<file path="src/rtl/add_sat_pkg.sv">
// Shared helpers for add_sat_pipe: signed clip function, range helpers and
// the stage payload type.
package add_sat_pkg;

  localparam int SAT_MAX_W = 32;

  typedef struct packed {
    logic signed [SAT_MAX_W-1:0] data;
    logic                        hi;
    logic                        lo;
  } sat_payload_t;

  function automatic int sat_max(input int out_w);
    return (1 << (out_w - 1)) - 1;
  endfunction

  function automatic int sat_min(input int out_w);
    return -(1 << (out_w - 1));
  endfunction

  // Sum arrives sign-extended to SAT_MAX_W; the caller keeps the low out_w bits.
  function automatic sat_payload_t sat_clip(input logic signed [SAT_MAX_W-1:0] sum,
                                            input int out_w);
    sat_payload_t res;
    res.data = sum;
    res.hi   = 1'b0;
    res.lo   = 1'b0;
    if (sum > sat_max(out_w)) begin
      res.data = sat_max(out_w);
      res.hi   = 1'b1;
    end else if (sum < sat_min(out_w)) begin
      res.data = sat_min(out_w);
      res.lo   = 1'b1;
    end
    return res;
  endfunction

endpackage

</file>
<file path="src/rtl/add_sat_stage.sv">
// One pipeline register with a valid bit; loads whenever it is empty or the
// downstream side takes its current contents.
module add_sat_stage #(
  parameter int W = 8
) (
  input  logic         clk,
  input  logic         rst,
  input  logic         i_valid,
  output logic         o_ready,
  input  logic [W-1:0] i_data,
  output logic         o_valid,
  input  logic         i_ready,
  output logic [W-1:0] o_data
);

  logic         r_valid;
  logic [W-1:0] r_data;

  assign o_ready = !r_valid || i_ready;

  always_ff @(posedge clk) begin
    if (rst) begin
      r_valid <= 1'b0;
      r_data  <= '0;
    end else if (o_ready) begin
      r_valid <= i_valid;
      if (i_valid) begin
        r_data <= i_data;
      end
    end
  end

  assign o_valid = r_valid;
  assign o_data  = r_data;

endmodule

</file>
<file path="src/rtl/add_sat_pipe.sv">
// Two-stage signed add-then-saturate pipeline with valid/ready on both sides.
// Define ADD_SAT_STATS_EN to add the hi/lo clip counters and stats_clr.
module add_sat_pipe
  import add_sat_pkg::*;
#(
  parameter int IN_W  = 8,
  parameter int OUT_W = 4
`ifdef ADD_SAT_STATS_EN
  ,
  parameter int CNT_W = 16
`endif
) (
  input  logic                    clk,
  input  logic                    rst,
  input  logic                    in_valid,
  output logic                    in_ready,
  input  logic signed [IN_W-1:0]  in_a,
  input  logic signed [IN_W-1:0]  in_b,
  output logic                    out_valid,
  input  logic                    out_ready,
  output logic signed [OUT_W-1:0] out_data,
  output logic                    out_sat
`ifdef ADD_SAT_STATS_EN
  ,
  input  logic                    stats_clr,
  output logic [CNT_W-1:0]        sat_hi_cnt,
  output logic [CNT_W-1:0]        sat_lo_cnt
`endif
);

  localparam int SUM_W = IN_W + 1;
  localparam int PAY_W = OUT_W + 2;

  logic signed [SUM_W-1:0] w_sum;
  logic [SUM_W-1:0]        w_s1Data;
  logic                    w_v1;
  logic                    w_s2Ready;
  sat_payload_t            w_clip;
  logic [PAY_W-1:0]        w_s2In;
  logic [PAY_W-1:0]        w_s2Out;
  logic                    w_unusedClipBits;

  // One extra bit makes the sum exact for any operand pair.
  assign w_sum = SUM_W'(in_a) + SUM_W'(in_b);

  add_sat_stage #(.W(SUM_W)) u_s1 (
    .clk     (clk),
    .rst     (rst),
    .i_valid (in_valid),
    .o_ready (in_ready),
    .i_data  (w_sum),
    .o_valid (w_v1),
    .i_ready (w_s2Ready),
    .o_data  (w_s1Data)
  );

  assign w_clip           = sat_clip(SAT_MAX_W'(signed'(w_s1Data)), OUT_W);
  assign w_s2In           = {w_clip.data[OUT_W-1:0], w_clip.hi, w_clip.lo};
  assign w_unusedClipBits = ^w_clip.data[SAT_MAX_W-1:OUT_W];

  add_sat_stage #(.W(PAY_W)) u_s2 (
    .clk     (clk),
    .rst     (rst),
    .i_valid (w_v1),
    .o_ready (w_s2Ready),
    .i_data  (w_s2In),
    .o_valid (out_valid),
    .i_ready (out_ready),
    .o_data  (w_s2Out)
  );

  assign out_data = w_s2Out[PAY_W-1:2];
  assign out_sat  = |w_s2Out[1:0];

`ifdef ADD_SAT_STATS_EN
  logic             w_outFire;
  logic [CNT_W-1:0] r_hiCnt;
  logic [CNT_W-1:0] r_loCnt;

  assign w_outFire = out_valid && out_ready;

  // Counts clips actually delivered; sticks at all-ones, clear beats increment.
  always_ff @(posedge clk) begin
    if (rst || stats_clr) begin
      r_hiCnt <= '0;
      r_loCnt <= '0;
    end else if (w_outFire) begin
      if (w_s2Out[1] && !(&r_hiCnt)) begin
        r_hiCnt <= r_hiCnt + CNT_W'(1);
      end
      if (w_s2Out[0] && !(&r_loCnt)) begin
        r_loCnt <= r_loCnt + CNT_W'(1);
      end
    end
  end

  assign sat_hi_cnt = r_hiCnt;
  assign sat_lo_cnt = r_loCnt;
`endif

endmodule

</file>
<file path="config.mk">
export PLATFORM = sky130hd
export DESIGN_NAME = add_sat_pipe
export DESIGN_NICKNAME = d
export VERILOG_FILES = /design/src/rtl/add_sat_pkg.sv /design/src/rtl/add_sat_stage.sv /design/src/rtl/add_sat_pipe.sv
export SDC_FILE = /design/constraint.sdc
export NUM_CORES = 1
export LEC_CHECK = 0
export BUFFER_PORTS_ARGS = -buffer_cell sky130_fd_sc_hd__buf_2
export CAP_MARGIN = 10
export CORE_ASPECT_RATIO = 0.7
export CORE_MARGIN = 2
export CORE_UTILIZATION = 50
export DETAILED_ROUTE_END_ITERATION = 10
export HOLD_SLACK_MARGIN = 0.05
export PLACE_DENSITY = 0.76
export SLEW_MARGIN = 20
export SYNTH_ARGS = -nofsm -noshare
export SYNTH_HDL_FRONTEND = slang
export SYNTH_SLANG_ARGS = --single-unit
</file>
<file path="constraint.sdc">
create_clock -name clk -period 2.5 [get_ports clk]
set_input_delay 0.5 -clock clk [delete_from_list [all_inputs] [get_ports clk]]
set_output_delay 0.5 -clock clk [all_outputs]
set_load 0.01 [all_outputs]
</file>
==> results_dict.tcl, run 1 <==
set metrics [dict create \
    routed-via-count 924 \
    crit_fanout 3 \
    synth_nets 151 \
    arrival_ns 2.11 \
    finalSetupTns_ns 0 \
    syn_inst 122 \
    max_cap_viol_count 0 \
    antenna_found_initial 0 \
    cts_buffers 3 \
    rsz0062_at_grt "no" \
    synth-seq-cells 17 \
    die_h_um 42.7 \
    netlist-cell-type-count 45 \
    muxShareOfSynthArea_pct 2.92 \
    synthAdderAreaFrac_pct 11.2 \
    status "complete, no violations" \
    ctsHtreeMaxLevel 1 \
    synth.avg_cell_area_um2 8.78 \
    synth-compound-area-share_pct 24.2 \
    maxSlewHeadroom_pct 72.2 \
    synth_simple_gate_area_share_pct 19.6 \
    hold_violations 0 \
    grt_max_degree 27 \
    cellLeakagePower_nw 0.536 \
    clkTransAtPathRegs_ns 0.09 \
    min_path_type "in2reg" \
    synth_edf_count 0 \
    cts_resized 0 \
    cts_sinks 17 \
    clock-root-buffer "clkbuf_4" \
    cts_buffer_depth 2 \
    die-area_um2 2530 \
    synth_area_leaders "dfxtp_1, ha_1, nand3b_1, a21oi_1, nor2_1" \
    period_minus_slack_ns 1.89 \
    ys_seq_area_share_pct 31.8 \
    grt_usage_pct 19.5 \
    postCtsSetupBuffers 0 \
    rows 13 \
    wirelength_um 2220 \
    start_util_pct 55.3 \
    avgViaCountPerCell 5.60 \
    gp_congestion 0.786 \
    synth_top_family_by_area "compound AO/OA/AOI/OAI gates" \
    cp-end-kind "flip-flop" \
    insertion_delay_ns 0.30 \
    globalRouteOverflowTotal 0 \
    antenna_cells 0 \
    power_density_nw_per_um2 525 \
    cts_hold_buf 0 \
    syn_area_um2 1070 \
    synth_most_common_cell "dfxtp_1" \
    ant_nets 0 \
    ff2ff_setup_slack_ns 1.15 \
    drc 0 \
    portBuffers 26 \
    tightest_slew_ns 0.418 \
    async_flop_share_pct 0 \
    timing.fmax_mhz 529 \
    core_um2 1940 \
    first_iter_violations 20 \
    synth_commonest_cells "dfxtp_1, a21oi_1, nor2_1, ha_1" \
    required_ns 2.72 \
    synth_xor_area_share_pct 2.45 \
    drive_above_1_share_pct 25.9 \
    grt_pass1_vias 819 \
    cts_tree "built" \
    ir_worst_vdd_mv 0.277 \
    synth_top_cell_by_area "dfxtp_1" \
    fin_skew_ns 0.00175 \
    min_period_over_period_pct 75.7 \
    slew_viol_final 0 \
    start_kind "primary input" \
    ioPinCount 27 \
    synthFlopType "dfxtp_1" \
    layout.nets 173 \
    crit_type "in2reg" \
    wire_per_inst_um 13.4 \
    dr.pass1.iters 4 \
    grt_pass1_wl_um 3710 \
    synth_top_area_share_pct 31.8 \
    finalSetupViolations 0 \
    numPlacedInstances 161 \
    area.growth.synth_to_final_pct 11.8 \
    hpwlAfterDp_um 1730 \
    instances_no_fill 165 \
    fp.dieW_um 59.3 \
    yosys_warnings 0 \
]
-- through the flow --
| step | util, % | instance area [um^2] | hold WS (ns) | power, mW | worst slack (ns) |
|---|---|---|---|---|---|
| global route | 61.9 | 1200 | 0.470 | 0.664 | 0.497 |
| CTS | 61.9 | 1200 | 0.458 | 0.629 | 0.594 |
| floorplan | - | 1070 | 0.433 | 0.441 | 0.511 |
| global placement | 60.5 | 1170 | 0.447 | 0.477 | 0.334 |
| finish | 61.9 | 1200 | 0.455 | 0.628 | 0.608 |
| detailed placement | 60.5 | 1170 | 0.449 | 0.483 | 0.291 |
-- path summary, 6_finish.rpt --
check | cells past startpoint | start | end
worst min-delay path | 3 | in_valid | u_s1.o_valid
worst min register to register | 2 | u_s1.o_data[0] | u_s1.o_data[0]
worst max-delay path | 7 | in_a[0] | u_s1.o_data[8]
worst max register to register | 4 | u_s2.o_valid | u_s2.o_data[0]
-- cells by family after synthesis --
| group | count (synthesis) |
|---|---|
| AOI/OAI and AO/OA | 37 |
| and+or+nand+nor | 37 |
| DFF | 17 |
| buffers and inverters | 16 |
| adders and majority gates | 9 |
| xor gates and xnor gates | 3 |
| muxes | 3 |
-- worst max-delay path, stage by stage --
cell and delay [ns]:
buf_2 0.10, ha_1 0.23, fa_1 0.43, a211o_1 0.35, a21oi_2 0.17, a41oi_1 0.13, a211oi_1 0.19
-- flip-flops by register name, summed over array words and instances, names as in the netlist --
register	count
u_s2.o_valid	1
u_s1.o_valid	1
u_s1.o_data	9
u_s2.o_data	6
-- per-layer routing --
layer  wire [um]  part of all wire, %  up-vias  GRT usage, %
li1            -                    -      482             -
met1        1110                   50      412          27.4
met2         977                   44       26          28.8
met3          84                  3.8        4          4.57
met4          40                  1.8        0          6.82
met5           0                    0        -             0
-- power by group --
group | internal (mW) | switching, mW | leakage, nW
Clock | 0.0622 | 0.0880 | 0.0150
Sequential | 0.293 | 0.0158 | 0.140
Combinational | 0.0776 | 0.0910 | 0.381
Total | 0.433 | 0.195 | 0.536
-- final cells by class --
| class | instances | area [um^2] |
|---|---|---|
| clock buffer | 4 | 26.3 |
| fill | 182 | 738 |
| inverter | 7 | 26.3 |
| multi-input combinational | 89 | 647 |
| sequential | 17 | 340 |
| tap | 22 | 27.5 |
| timing repair buffer | 26 | 130 |
-- cell usage in the layout (no fill, tap or decap), drive strengths merged, types with 3 or more instances in the layout --
master	instances
buf	26
dfxtp	17
a21oi	10
nor2	9
ha	8
nand2	8
nand3b	8
o21ai	8
inv	7
a211oi	4
o211ai	4
clkbuf	4
o31ai	3
Power figures use the tool's default switching activity.
==> run 2, diff against run 1 <==
--- a/config.mk
+++ b/config.mk
@@ -9,10 +9,10 @@
 export CAP_MARGIN = 10
 export CORE_ASPECT_RATIO = 0.7
 export CORE_MARGIN = 2
-export CORE_UTILIZATION = 50
+export CORE_UTILIZATION = 47
 export DETAILED_ROUTE_END_ITERATION = 10
 export HOLD_SLACK_MARGIN = 0.05
-export PLACE_DENSITY = 0.76
+export PLACE_DENSITY = 0.75
 export SLEW_MARGIN = 20
 export SYNTH_ARGS = -nofsm -noshare
 export SYNTH_HDL_FRONTEND = slang
==> constraint.sdc (replaced) <==
create_clock -name clk -period 1.6 [get_ports clk]
set_input_delay 0.32 -clock clk [delete_from_list [all_inputs] [get_ports clk]]
set_output_delay 0.32 -clock clk [all_outputs]
set_load 0.01 [all_outputs]
==> run 2 against run 1 <==
Net effect: utilization down 1.1 points; via count increased by 2.4%; clock-buffer cell count unchanged; critical path depth unchanged; power rose by 58%; first-iteration DRC count rose by 40%; largest cell class unchanged; highest routed layer is now met3.
==> results_dict.tcl, run 2 (synthesis results as in run 1) <==
set metrics [dict create \
    gp_congestion 0.786 \
    slew_viol_final 0 \
    die_h_um 43.9 \
    tightest_slew_ns 0.401 \
    area.growth.synth_to_final_pct 22.3 \
    clock-root-buffer "clkbuf_4" \
    max_cap_viol_count 0 \
    reg2reg_to "u_s1.o_data[6]" \
    ioPinCount 27 \
    power_frac_seq_pct 48.4 \
    p_sw_mw 0.292 \
    final_cell_mix "buf_2, dfxtp_1, a21oi_1, nor2_1, buf_4" \
    setup_ws_ns 0.0359 \
    drive_above_1_share_pct 32.5 \
    cts_tree "built" \
    min_path_type "in2reg" \
    ff2ff_setup_slack_ns 0.30 \
    min_period_over_period_pct 97.8 \
    largest_register_ffs 9 \
    grt_pass1_wl_um 3730 \
    cts_resized 0 \
    clkTransAtPathRegs_ns 0.09 \
    wire_per_inst_um 11.6 \
    cellLeakagePower_nw 0.579 \
    required_ns 1.81 \
    arrival_ns 1.77 \
    antenna_found_initial 0 \
    crit_fanout 3 \
    ctsHtreeMaxLevel 1 \
    cts_buffer_depth 2 \
    period_minus_slack_ns 1.56 \
    start_kind "primary input" \
    rr_startpoint "u_s1.o_valid" \
    pwr-share-clk_pct 21.6 \
    routed-via-count 946 \
    drc 0 \
    rows 14 \
    postCtsSetupBuffers 0 \
    internal_power_mw 0.703 \
    crit_type "in2reg" \
    timing.fmax_mhz 639 \
    fin_skew_ns 0.000441 \
    swShare_pct 29.3 \
    status "complete, no violations" \
    ir_worst_vdd_mv 0.339 \
    wirelength_um 2120 \
    holdPathEnd "u_s1.o_valid" \
    cts_hold_buf 0 \
    routed.top_layer "met3" \
    insertion_delay_ns 0.27 \
    layout.nets 181 \
    antenna_cells 0 \
    hold_violations 0 \
    route.met2.wl_um 1060 \
    grt_usage_pct 18.2 \
    startpoint "in_b[0]" \
    grt_max_degree 27 \
    hold_depth 3 \
    core_um2 2150 \
    power_density_nw_per_um2 760 \
    start_util_pct 49.7 \
    maxSlewHeadroom_pct 73.3 \
    mostFrequentLayoutCell "buf_2" \
    first_iter_violations 28 \
    ant_nets 0 \
    cts_sinks 17 \
    wirelength_met1_um 1000 \
    grt_pass1_vias 910 \
    avgViaCountPerCell 5.17 \
    dr.pass1.iters 4 \
    hold_ws_ns 0.293 \
    cts_buffers 3 \
    finalSetupTns_ns 0 \
    finalSetupViolations 0 \
    place_ws_ns -0.262 \
    hpwlAfterDp_um 1700 \
    die-area_um2 2680 \
    globalRouteOverflowTotal 0 \
    fp.dieW_um 61.1 \
    hold_start "in_valid" \
    worst_r2r_path_depth 4 \
    cp-end-kind "flip-flop" \
    portBuffers 26 \
    wl_met3_um 59 \
    combPwrFrac_pct 30.0 \
]
run 2: area by class of cell:
cell class	instances	area (um^2)
flip-flops and latches	17	340
multi-input cells	89	674
repair buffers	34	203
inverters	7	26.3
clock buffers	4	26.3
fillers	213	845
well taps	32	40.0
run 2: per-layer routing:
layer  vias to the layer above  track usage (%)
li1                        503                -
met1                       427             24.4
met2                        16             29.8
met3                         0             5.37
met4                         0             2.61
met5                         -                0
run 2: per-stage QoR:
| stage | power (mW) | cell area [um^2] | util (%) | std cells |
|---|---|---|---|---|
| floorplan | 0.692 | 1090 | - | 122 |
| global placement | 0.769 | 1260 | 58.4 | 179 |
| detailed placement | 0.781 | 1260 | 58.4 | 179 |
| CTS | 0.995 | 1280 | 59.6 | 183 |
| finish | 0.995 | 1310 | 60.8 | 183 |
| global route | 1.07 | 1310 | 60.8 | 183 |
run 2: critical path: stages:
cell and delay (ns):
buf_6 0.10, ha_4 0.15, fa_2 0.35, a211o_1 0.34
a21oi_2 0.19, a41oi_2 0.14, a211oi_2 0.18
run 2: worst max path at each step:
stage	endpoint	slack [ns]	depth (start not counted)
after floorplan	u_s1.o_data[8]	-0.08	6
after global placement	u_s1.o_data[8]	-0.26	7
after detailed placement	u_s1.o_data[8]	-0.26	7
after CTS	u_s1.o_data[8]	0.03	7
after global routing	u_s1.o_data[8]	-0.001	7
final	u_s1.o_data[8]	0.04	7
run 2: power by group through the flow:
| stage | registers (mW) | logic [mW] | clock network, mW |
|---|---|---|---|
| after floorplan | 0.486 | 0.206 | 0 |
| after global placement | 0.490 | 0.279 | 0 |
| after detailed placement | 0.492 | 0.290 | 0 |
| after CTS | 0.482 | 0.292 | 0.221 |
| after global routing | 0.487 | 0.336 | 0.249 |
| final | 0.482 | 0.299 | 0.215 |
